--- src/rtl/mem_ctrl_burst.sv ---
// Memory control FSM with separate read/write wait states, fixed-length bursts and a synchronous
// abort. All outputs are registers decoded from the next state, so nothing combinational leaks out.
module mem_ctrl_burst #(
  parameter int unsigned RD_WAIT   = 15,
  parameter int unsigned WR_WAIT   = 15,
  parameter int unsigned BEAT_WAIT = 2,
  parameter int unsigned BURST_LEN = 4,
  parameter int unsigned CNT_W     = 8,
  parameter int unsigned BEAT_W    = 2
) (
  input  logic              clk,
  input  logic              reset,
  input  logic              MStrobe,
  input  logic              MemWrite,
  input  logic              BurstEn,
  input  logic              Abort,
  output logic              PReady,
  output logic              Busy,
  output logic              MemCmd,
  output logic              MemRW,
  output logic [BEAT_W-1:0] BeatCnt
);

  typedef enum logic [1:0] {
    StIdle  = 2'd0,
    StStart = 2'd1,
    StWait  = 2'd2,
    StData  = 2'd3
  } state_e;

  state_e            state_q, state_d;
  logic [CNT_W-1:0]  count_q, count_d;
  logic [BEAT_W-1:0] beat_q, beat_d;
  logic              rw_q, rw_d;
  logic              burst_q, burst_d;

  logic              p_ready_q, busy_q, mem_cmd_q, mem_rw_q;
  logic [BEAT_W-1:0] beat_cnt_q;

  always_comb begin
    state_d = state_q;
    count_d = count_q;
    beat_d  = beat_q;
    rw_d    = rw_q;
    burst_d = burst_q;
    case (state_q)
      StIdle: begin
        if (MStrobe) begin
          rw_d    = MemWrite;
          burst_d = BurstEn;
          beat_d  = '0;
          state_d = StStart;
        end
      end
      StStart: begin
        count_d = rw_q ? CNT_W'(WR_WAIT) : CNT_W'(RD_WAIT);
        state_d = StWait;
      end
      StWait: begin
        if (count_q == CNT_W'(1)) begin
          state_d = StData;
        end else begin
          count_d = count_q - CNT_W'(1);
        end
      end
      StData: begin
        if (burst_q && (beat_q < BEAT_W'(BURST_LEN - 1))) begin
          beat_d  = beat_q + BEAT_W'(1);
          count_d = CNT_W'(BEAT_WAIT);
          state_d = StWait;
        end else begin
          state_d = StIdle;
        end
      end
      default: state_d = StIdle;
    endcase
    // Abort overrides every transition out of a busy state
    if ((state_q != StIdle) && Abort) begin
      state_d = StIdle;
      count_d = '0;
      beat_d  = '0;
    end
  end

  always_ff @(posedge clk or posedge reset) begin
    if (reset) begin
      state_q    <= StIdle;
      count_q    <= '0;
      beat_q     <= '0;
      rw_q       <= 1'b0;
      burst_q    <= 1'b0;
      p_ready_q  <= 1'b0;
      busy_q     <= 1'b0;
      mem_cmd_q  <= 1'b0;
      mem_rw_q   <= 1'b0;
      beat_cnt_q <= '0;
    end else begin
      state_q    <= state_d;
      count_q    <= count_d;
      beat_q     <= beat_d;
      rw_q       <= rw_d;
      burst_q    <= burst_d;
      p_ready_q  <= (state_d == StData);
      busy_q     <= (state_d != StIdle);
      mem_cmd_q  <= (state_d == StStart);
      mem_rw_q   <= (state_d != StIdle) && rw_d;
      beat_cnt_q <= (state_d == StData) ? beat_d : '0;
    end
  end

  assign PReady  = p_ready_q;
  assign Busy    = busy_q;
  assign MemCmd  = mem_cmd_q;
  assign MemRW   = mem_rw_q;
  assign BeatCnt = beat_cnt_q;

endmodule

--- config.mk ---
export PLATFORM = sky130hd
export DESIGN_NAME = mem_ctrl_burst
export DESIGN_NICKNAME = d
export VERILOG_FILES = /design/src/rtl/mem_ctrl_burst.sv
export SDC_FILE = /design/constraint.sdc
export NUM_CORES = 1
export LEC_CHECK = 0
export CAP_MARGIN = 20
export CORE_MARGIN = 5
export CORE_UTILIZATION = 58
export CTS_BUF_LIST = sky130_fd_sc_hd__clkbuf_2 sky130_fd_sc_hd__clkbuf_4 sky130_fd_sc_hd__clkbuf_8
export DETAILED_ROUTE_END_ITERATION = 8
export PLACE_DENSITY_LB_ADDON = 0.25
export SLEW_MARGIN = 20
export SYNTH_ARGS = -nofsm -noshare
export SYNTH_HDL_FRONTEND = slang
export SYNTH_SLANG_ARGS = --single-unit
--- constraint.sdc ---
create_clock -name clk -period 2.14 [get_ports clk]
set_clock_uncertainty 0.1 [all_clocks]
set_input_delay 0.428 -clock clk [delete_from_list [all_inputs] [get_ports clk]]
set_output_delay 0.428 -clock clk [all_outputs]
set_load 0.02 [all_outputs]
After elaboration in Yosys (flattened, before gate mapping) --
Cells that the tools add are included.
Cells by class: order comparisons 1, mux-type cells 16, equality and inequality tests 8, reduce and logical (&&, ||, !) cells 9, add/subtract/negate cells 2
Operators by type and width (number):
- 8-bit 2-to-1 mux | 3
- 8-bit case mux with 3 select lines | 1
- 2-bit 2-to-1 mux | 8
- 8-bit by 1-bit equality test with 1-bit output, second input constant | 1
- 2-bit case mux with 4 select lines | 1
- 8-bit by 1-bit subtractor with 8-bit output, second input constant | 1
- 2-bit equality test, second input constant | 3
- 3-bit != test, second input constant | 2
- 2-bit by 1-bit equality test with 1-bit output, second input constant | 2
- 2-bit case mux with 2 select lines | 1
- 2-bit nonzero test | 2
- 4-bit nonzero test | 1
- 1-bit logical AND | 3
- 3-bit AND reduction | 1
- 2-bit by 1-bit adder with 2-bit output, second input constant | 1
- 2-bit zero test | 1
- 2-bit < comparator, second input constant | 1
- 1-bit 2-to-1 mux | 2
- 2-bit AND reduction | 1
Storage, ports and cells: bits of input ports 6, word-level logic and storage cells 46, output and inout bits 6, flip-flop bits (word level) 20

Logic depth before layout (Yosys ltp) --
Gate-level depths: netlist of the first run.
depth in word-level cells 7, depth in mapped cells 9, gate-level depth less buffers 8

Least setup slack after synthesis of the first run --
OpenSTA, ideal clock, no wires.
path kind register to register, start point register beat_q[0], end point register beat_cnt_q[0], in the netlist BeatCnt[0], setup time 120 ps, arrival time 1517 ps, cell stages (with the launch flop) 7, setup slack 403 ps, buffers on the path 0, path through dfrtp_1 -> ha_1 -> nand2b_1 -> a221oi_1 -> nor2b_1 -> o21a_1 -> and3_1
Between the ends: elaborated cells between the ends (all ways) 12
RTL lines:
- from (decl) | RTL line 33 | logic [BEAT_W-1:0] beat_q, beat_d;
- from (signal assigned) | RTL line 100 | beat_q <= beat_d;
- 2-bit < comparator | RTL line 67 | if (burst_q && (beat_q < BEAT_W'(BURST_LEN - 1))) begin
- 1-bit logical AND | RTL line 67
- 2-bit 2-to-1 mux | RTL line 67
- 2-bit case mux with 2 select lines (*) | RTL line 46 | case (state_q)
- 2-bit 2-to-1 mux (*) | RTL line 78 | if ((state_q != StIdle) && Abort) begin
- via beat_d[0] | RTL line 33
- 2-bit 2-to-1 mux (*) | RTL line 107 | beat_cnt_q <= (state_d == StData) ? beat_d : '0;
- to (signal assigned) | RTL line 107
- to (decl) | RTL line 38 | logic [BEAT_W-1:0] beat_cnt_q;
Mark *: on every way through the listed nets, which the timed path passes. The rest lies on a longest branch. A chain may end at the register's enable or synchronous reset.

Final worst setup path of the first run --
Same ends and word-level chain as after synthesis.

==> results of run 1 <==
## cells by family after synthesis
family	share of synthesized area, %
mux	3.28
buf+inv	5.90
flops	43.7
fa+ha+maj	6.56
xor+xnor	3.06
simple gates	19.9
compound gates	17.6
## state kept, by name, summed over array words and instances, names as in the netlist
signal   flops
BeatCnt      2
Busy         1
MemCmd       1
MemRW        1
PReady       1
beat_q       2
burst_q      1
count_q      8
rw_q         1
state_q      2
## final timing paths
check | start | end | slack [ns]
max | beat_q[0] | BeatCnt[0] | 0.20
min | reset | count_q[6] | 0.35
max reg2reg | beat_q[0] | BeatCnt[0] | 0.20
min reg2reg | rw_q | rw_q | 0.43
max in group asynchronous | reset | state_q[1] | 1.39
min in group clk | rw_q | rw_q | 0.43
## synth_stat cells, drive strengths merged (2+ instances only)
library cell | n | area share (%)
and3 | 3 | 1.7
a31oi | 3 | 1.6
dfrtp | 20 | 44
o21ai | 9 | 3.9
nor2 | 12 | 3.9
xor2 | 4 | 3.1
nor4b | 2 | 3.4
nand2b | 5 | 2.7
nor2b | 3 | 1.6
ha | 6 | 6.6
buf | 3 | 1.3
mux2 | 3 | 3.3
nor4 | 3 | 1.6
a21oi | 4 | 1.7
inv | 14 | 4.6
o21a | 2 | 1.3
nor3 | 2 | 1.3
nand2 | 4 | 1.3
## metal layers
layer,track usage [%],up-vias
met1,22.8,419
met3,3.54,2
met2,32.3,16
li1,-,416
met4,8.71,0
met5,0,-
## cell type report
| class | instances | share of cell area (%) |
|---|---|---|
| Clock buffer | 4 | 2.72 |
| Timing Repair Buffer | 14 | 9.95 |
| Inverter | 14 | 3.94 |
| Multi-Input combinational cell | 76 | 43.3 |
| Tap cell | 27 | 2.54 |
| Sequential cell | 20 | 37.6 |
## power by group through the flow
stage          registers (W)  clock network [W]  logic (W)
2_1_floorplan       0.000687                  0   0.000777
3_3_place_gp        0.000670                  0    0.00103
3_5_place_dp        0.000679                  0    0.00107
4_1_cts             0.000671           0.000221    0.00108
5_1_grt             0.000692           0.000247    0.00120
6_report            0.000671           0.000213    0.00108
## worst reg2reg max path, delay by kind of cell (launching register included)
kind	cells	cell delay, ns
compound gates	2	0.63
flops	1	0.41
simple gates	3	0.51
fa+ha+maj	1	0.19
## through the flow
step | utilization, % | worst slack [ns] | instance area [µm²]
6_report | 69.3 | 0.203 | 1330
5_1_grt | 69.3 | 0.0589 | 1330
4_1_cts | 69.3 | 0.181 | 1330
3_5_place_dp | 67.4 | 0.0865 | 1300
3_3_place_gp | 67.4 | 0.201 | 1300
2_1_floorplan | - | 0.403 | 1140
==> results.toml, run 1 <==
[cells_and_area]
fin_nets = 141
area_growth_pct = 16.4
nFillCells = 152
antennaDiodeCount = 0
multiInputGateArea_um2 = 577
finalNonFillerCells = 155
drive_gt1_share_pct = 14.8
seq_area_um2 = 500
final_common_cell = "dfrtp_1"
final_cell_mix = "20 x dfrtp_1, 13 x inv_1, 12 x nor2_1"

[clock_tree]
clk_latency_ns = 0.29
cts_buffers = 3
numClockSinks = 20
htreeDepth = 1
cts-root-buf = "clkbuf_4"
clock_path_buffers = 2
postCtsHoldBufs = 0
tritoncts = "done"
clkTransAtPathRegs_ns = 0.11
cts.repair.resized = 0
cts_setup_buffers = 0

[sta]
fin_crit_sh_pct = 90.5
rsz0062_at_grt = "false"
fin_crit_ns = 1.94
relSlewSlack_pct = 75.3
finalSetupTns_ns = 0
fin_hold_ws_ns = 0.349
worstMarginPinSlew_ns = 0.371
final-setup-viol-count = 0
hold_violations = 0
slew_viol_final = 0
fmax_ghz = 0.516

[critical_path]
critPathKind = "flop to flop"
path_cells = "ha_1 -> nand2b_1 -> a221oi_1 -> nor2b_1 -> o21a_1 -> and3_1"
crit_required_ns = 2.23
reg2reg_depth = 6
cp_slowest_cell = "a221oi_1"
cpPeakStageDelay_ns = 0.42
worst-path-max-fanout = 6
worstPathArrival_ns = 2.03
cpLargestDelayFamily = "compound AO/OA/AOI/OAI gates"
cp-end-kind = "flop"
path_depth = 6
start_kind = "flop"
path_buf_inv = 0

[global_route]
grt_pass1_wl_um = 4020
overflow = 0
grt_max_degree = 21
grt_pass1_vias = 948
antenna_found_initial = 0
grtUsageTotal_pct = 18.9

[placed_design]
place_hpwl_um = 1710
placedCellCount = 151
io_buffers = 11
routabilityCongestion = 0.810

[drt]
drt_iter0_markers = 17
vias = 853
route.met3.wl_um = 72
wl_per_cell_um = 14.2
wl_um = 2210
wl_met1_um = 960
drc_errors = 0
via_per_inst = 5.50
drt_pass1_iterations = 4
postRouteAntennaNets = 0
top_layer = "met4"
wl_met2_um = 1150

[power]
irDropWorstVdd_mv = 0.979
p_leak_nw = 0.623
p_sw_w = 0.000844
finalPower_w = 0.00196
intPower_w = 0.00112
pwr_density_cell_nw_per_um2 = 1470
pwr-share-comb_pct = 54.9
switching_share_pct = 43.1
pwr-share-clk_pct = 10.9
pwr-share-seq_pct = 34.2

[yosys]
netlist_instances = 113
synth_edf_count = 0
syn_nets = 125
synthDistinctLibCells = 35
ys_seq_area_share_pct = 43.7
syn-cell-area_um2 = 1140
avgSynthCellArea_um2 = 10.1
async_reset_ff_share_pct = 100
ys_warn_count = 0
ys.flop_type = "dfrtp_1"
synth_seq_cells = 20

[die]
initial_utilization_pct = 59.6
ios = 12
die_w_um = 54.4
die_h_um = 54.4
rows = 16
core_um2 = 1920
fp.dieArea_um2 = 2960

[worst_hold_path]
min_path_type = "input pin to asynchronous set/reset pin"

[flow_run]
maxCapViolations = 0

[status]
outcome = "completed"
Note: power is estimated with default switching activity, not from simulation.
==> inputs of run 2 (changes only) <==
--- a/config.mk
+++ b/config.mk
@@ -11,6 +11,8 @@
 export CTS_BUF_LIST = sky130_fd_sc_hd__clkbuf_2 sky130_fd_sc_hd__clkbuf_4 sky130_fd_sc_hd__clkbuf_8
 export DETAILED_ROUTE_END_ITERATION = 8
 export PLACE_DENSITY_LB_ADDON = 0.25
+export RECOVER_POWER = 50
+export SETUP_SLACK_MARGIN = 0.3
 export SLEW_MARGIN = 20
 export SYNTH_ARGS = -nofsm -noshare
 export SYNTH_HDL_FRONTEND = slang
==> results.toml, run 2 (same netlist as run 1, synthesis figures left out) <==
[status]
outcome = "completed"

[drt]
wl_per_cell_um = 14.5
wl_um = 2380
drc_errors = 0
vias = 906
drt_iter0_markers = 21
postRouteAntennaNets = 0
drt_pass1_iterations = 4
via_per_inst = 5.52

[critical_path]
crit_required_ns = 2.28
critPathKind = "flop to flop"
worst-path-max-fanout = 9
path_buf_inv = 2
start_kind = "flop"
r2r-end = "BeatCnt[0]"
cpPeakStageDelay_ns = 0.45
cpLargestDelayFamily = "flip-flops"
worstPathArrival_ns = 2.00
r2r_start = "state_q[0]"
cp-end-kind = "flop"
cp_slowest_cell = "dfrtp_2"
reg2reg_depth = 7
regToRegSetupSlack_ns = 0.28
path_cells = "inv_1 -> ha_1 -> nand2b_2 -> o21ai_0 -> a21o_1 -> inv_2 -> and3_1"

[placed_design]
place_hpwl_um = 1710
io_buffers = 11
routabilityCongestion = 0.810

[cells_and_area]
fin_nets = 150
regMostFlops = "count_q"
largest_reg_flops = 8
area_growth_pct = 27.4
seq_area_um2 = 503
antennaDiodeCount = 0
final_cell_mix = "18 x dfrtp_1, 12 x nor2_1, 12 x inv_1"
drive_gt1_share_pct = 27.7
multiInputGateArea_um2 = 637
nFillCells = 124
final_common_cell = "dfrtp_1"

[global_route]
grt_pass1_wl_um = 4060
grt_max_degree = 21
overflow = 0
grtUsageTotal_pct = 18.9
grt_pass1_vias = 967
antenna_found_initial = 0

[clock_tree]
htreeDepth = 1
clk_latency_ns = 0.29
cts_buffers = 3
clock_path_buffers = 2
cts-root-buf = "clkbuf_4"
tritoncts = "done"
clkTransAtPathRegs_ns = 0.11
numClockSinks = 20
postCtsHoldBufs = 0

[worst_hold_path]
min_path_type = "flop to flop"
whs_path_depth = 1
worstHoldStart = "rw_q"
hold_end = "rw_q"

[power]
intPower_w = 0.00128
p_sw_w = 0.000934
irDropWorstVdd_mv = 1.14
pwr-share-clk_pct = 9.6
p_leak_nw = 0.672
pwr-share-seq_pct = 31.0
pwr-share-comb_pct = 59.4
pwr_density_cell_nw_per_um2 = 1520
switching_share_pct = 42.1

[sta]
hold_violations = 0
final-setup-viol-count = 0
rsz0062_at_grt = "true"
slew_viol_final = 0
relSlewSlack_pct = 29.6
fin_crit_sh_pct = 86.8
fin_crit_ns = 1.86
finalSetupTns_ns = 0
fin_hold_ws_ns = 0.419
worstMarginPinSlew_ns = 1.06
fmax_ghz = 0.538

[die]
rows = 16
initial_utilization_pct = 59.6
fp.dieArea_um2 = 2960
core_um2 = 1920
ios = 12
die_h_um = 54.4
die_w_um = 54.4

[flow_run]
maxCapViolations = 0
## run 2: cell count changes in the layout (fill, tap and decap cells not counted), sizes merged
cell,before,now
clkdlybuf4s50,11,10
clkbuf,4,5
buf,3,11
dlygate4sd3,0,1
## run 2: what timing repair did
item	4_1_cts	5_1_grt
setup buffers	6	3
pin swaps	3	4
setup endpoints to repair	6	12
cloned	0	0
gates resized for setup	9	8
## run 2: area by class of cell
class                      count  area share [%]
inverter                      14            3.60
sequential                    20            34.5
clock buffer                   4            2.49
tap                           27            2.32
multi-input combinational     76            43.7
timing repair buffer          23            13.5
## run 2: worst max-delay path by stage
stage          cells after the start  startpoint          to  slack (ns)
2_1_floorplan                      6   beat_q[0]  BeatCnt[0]        0.40
3_3_place_gp                       6     MStrobe  BeatCnt[0]        0.20
3_5_place_dp                       6     MStrobe  BeatCnt[0]        0.09
4_1_cts                            5  state_q[0]  count_q[1]        0.30
5_1_grt                            6  state_q[0]  BeatCnt[0]        0.17
6_report                           7  state_q[0]  BeatCnt[0]        0.28
## run 2: per-layer routing
metal / share of wire [%] / global-route usage (%)
met5: 0 / 0
met4: 1.9 / 7.88
met3: 1.7 / 2.72
met2: 54 / 34.3
met1: 42 / 21.9
## run 2: worst register-to-register path, stage by stage (launching register included)
cell	delay, ns
dfrtp_2	0.45
inv_1	0.10
ha_1	0.34
nand2b_2	0.25
o21ai_0	0.11
a21o_1	0.19
inv_2	0.11
and3_1	0.16
## run 2: power groups by stage
stage / clock network, W / registers [W] / logic, W
6_report: 0.000214 / 0.000686 / 0.00132
3_5_place_dp: 0 / 0.000679 / 0.00107
2_1_floorplan: 0 / 0.000687 / 0.000777
3_3_place_gp: 0 / 0.000670 / 0.00103
4_1_cts: 0.000221 / 0.000678 / 0.00120
5_1_grt: 0.000246 / 0.000703 / 0.00144
## run 2: per-stage QoR
stage	cells	total power [W]	area, µm²	setup slack [ns]	utilization (%)
after floorplan	113	0.00146	1140	0.403	-
after global placement	151	0.00170	1300	0.201	67.4
after detailed placement	151	0.00175	1300	0.0865	67.4
after CTS	161	0.00209	1410	0.300	73.3
after global routing	164	0.00239	1460	0.167	75.9
final	164	0.00222	1460	0.282	75.9
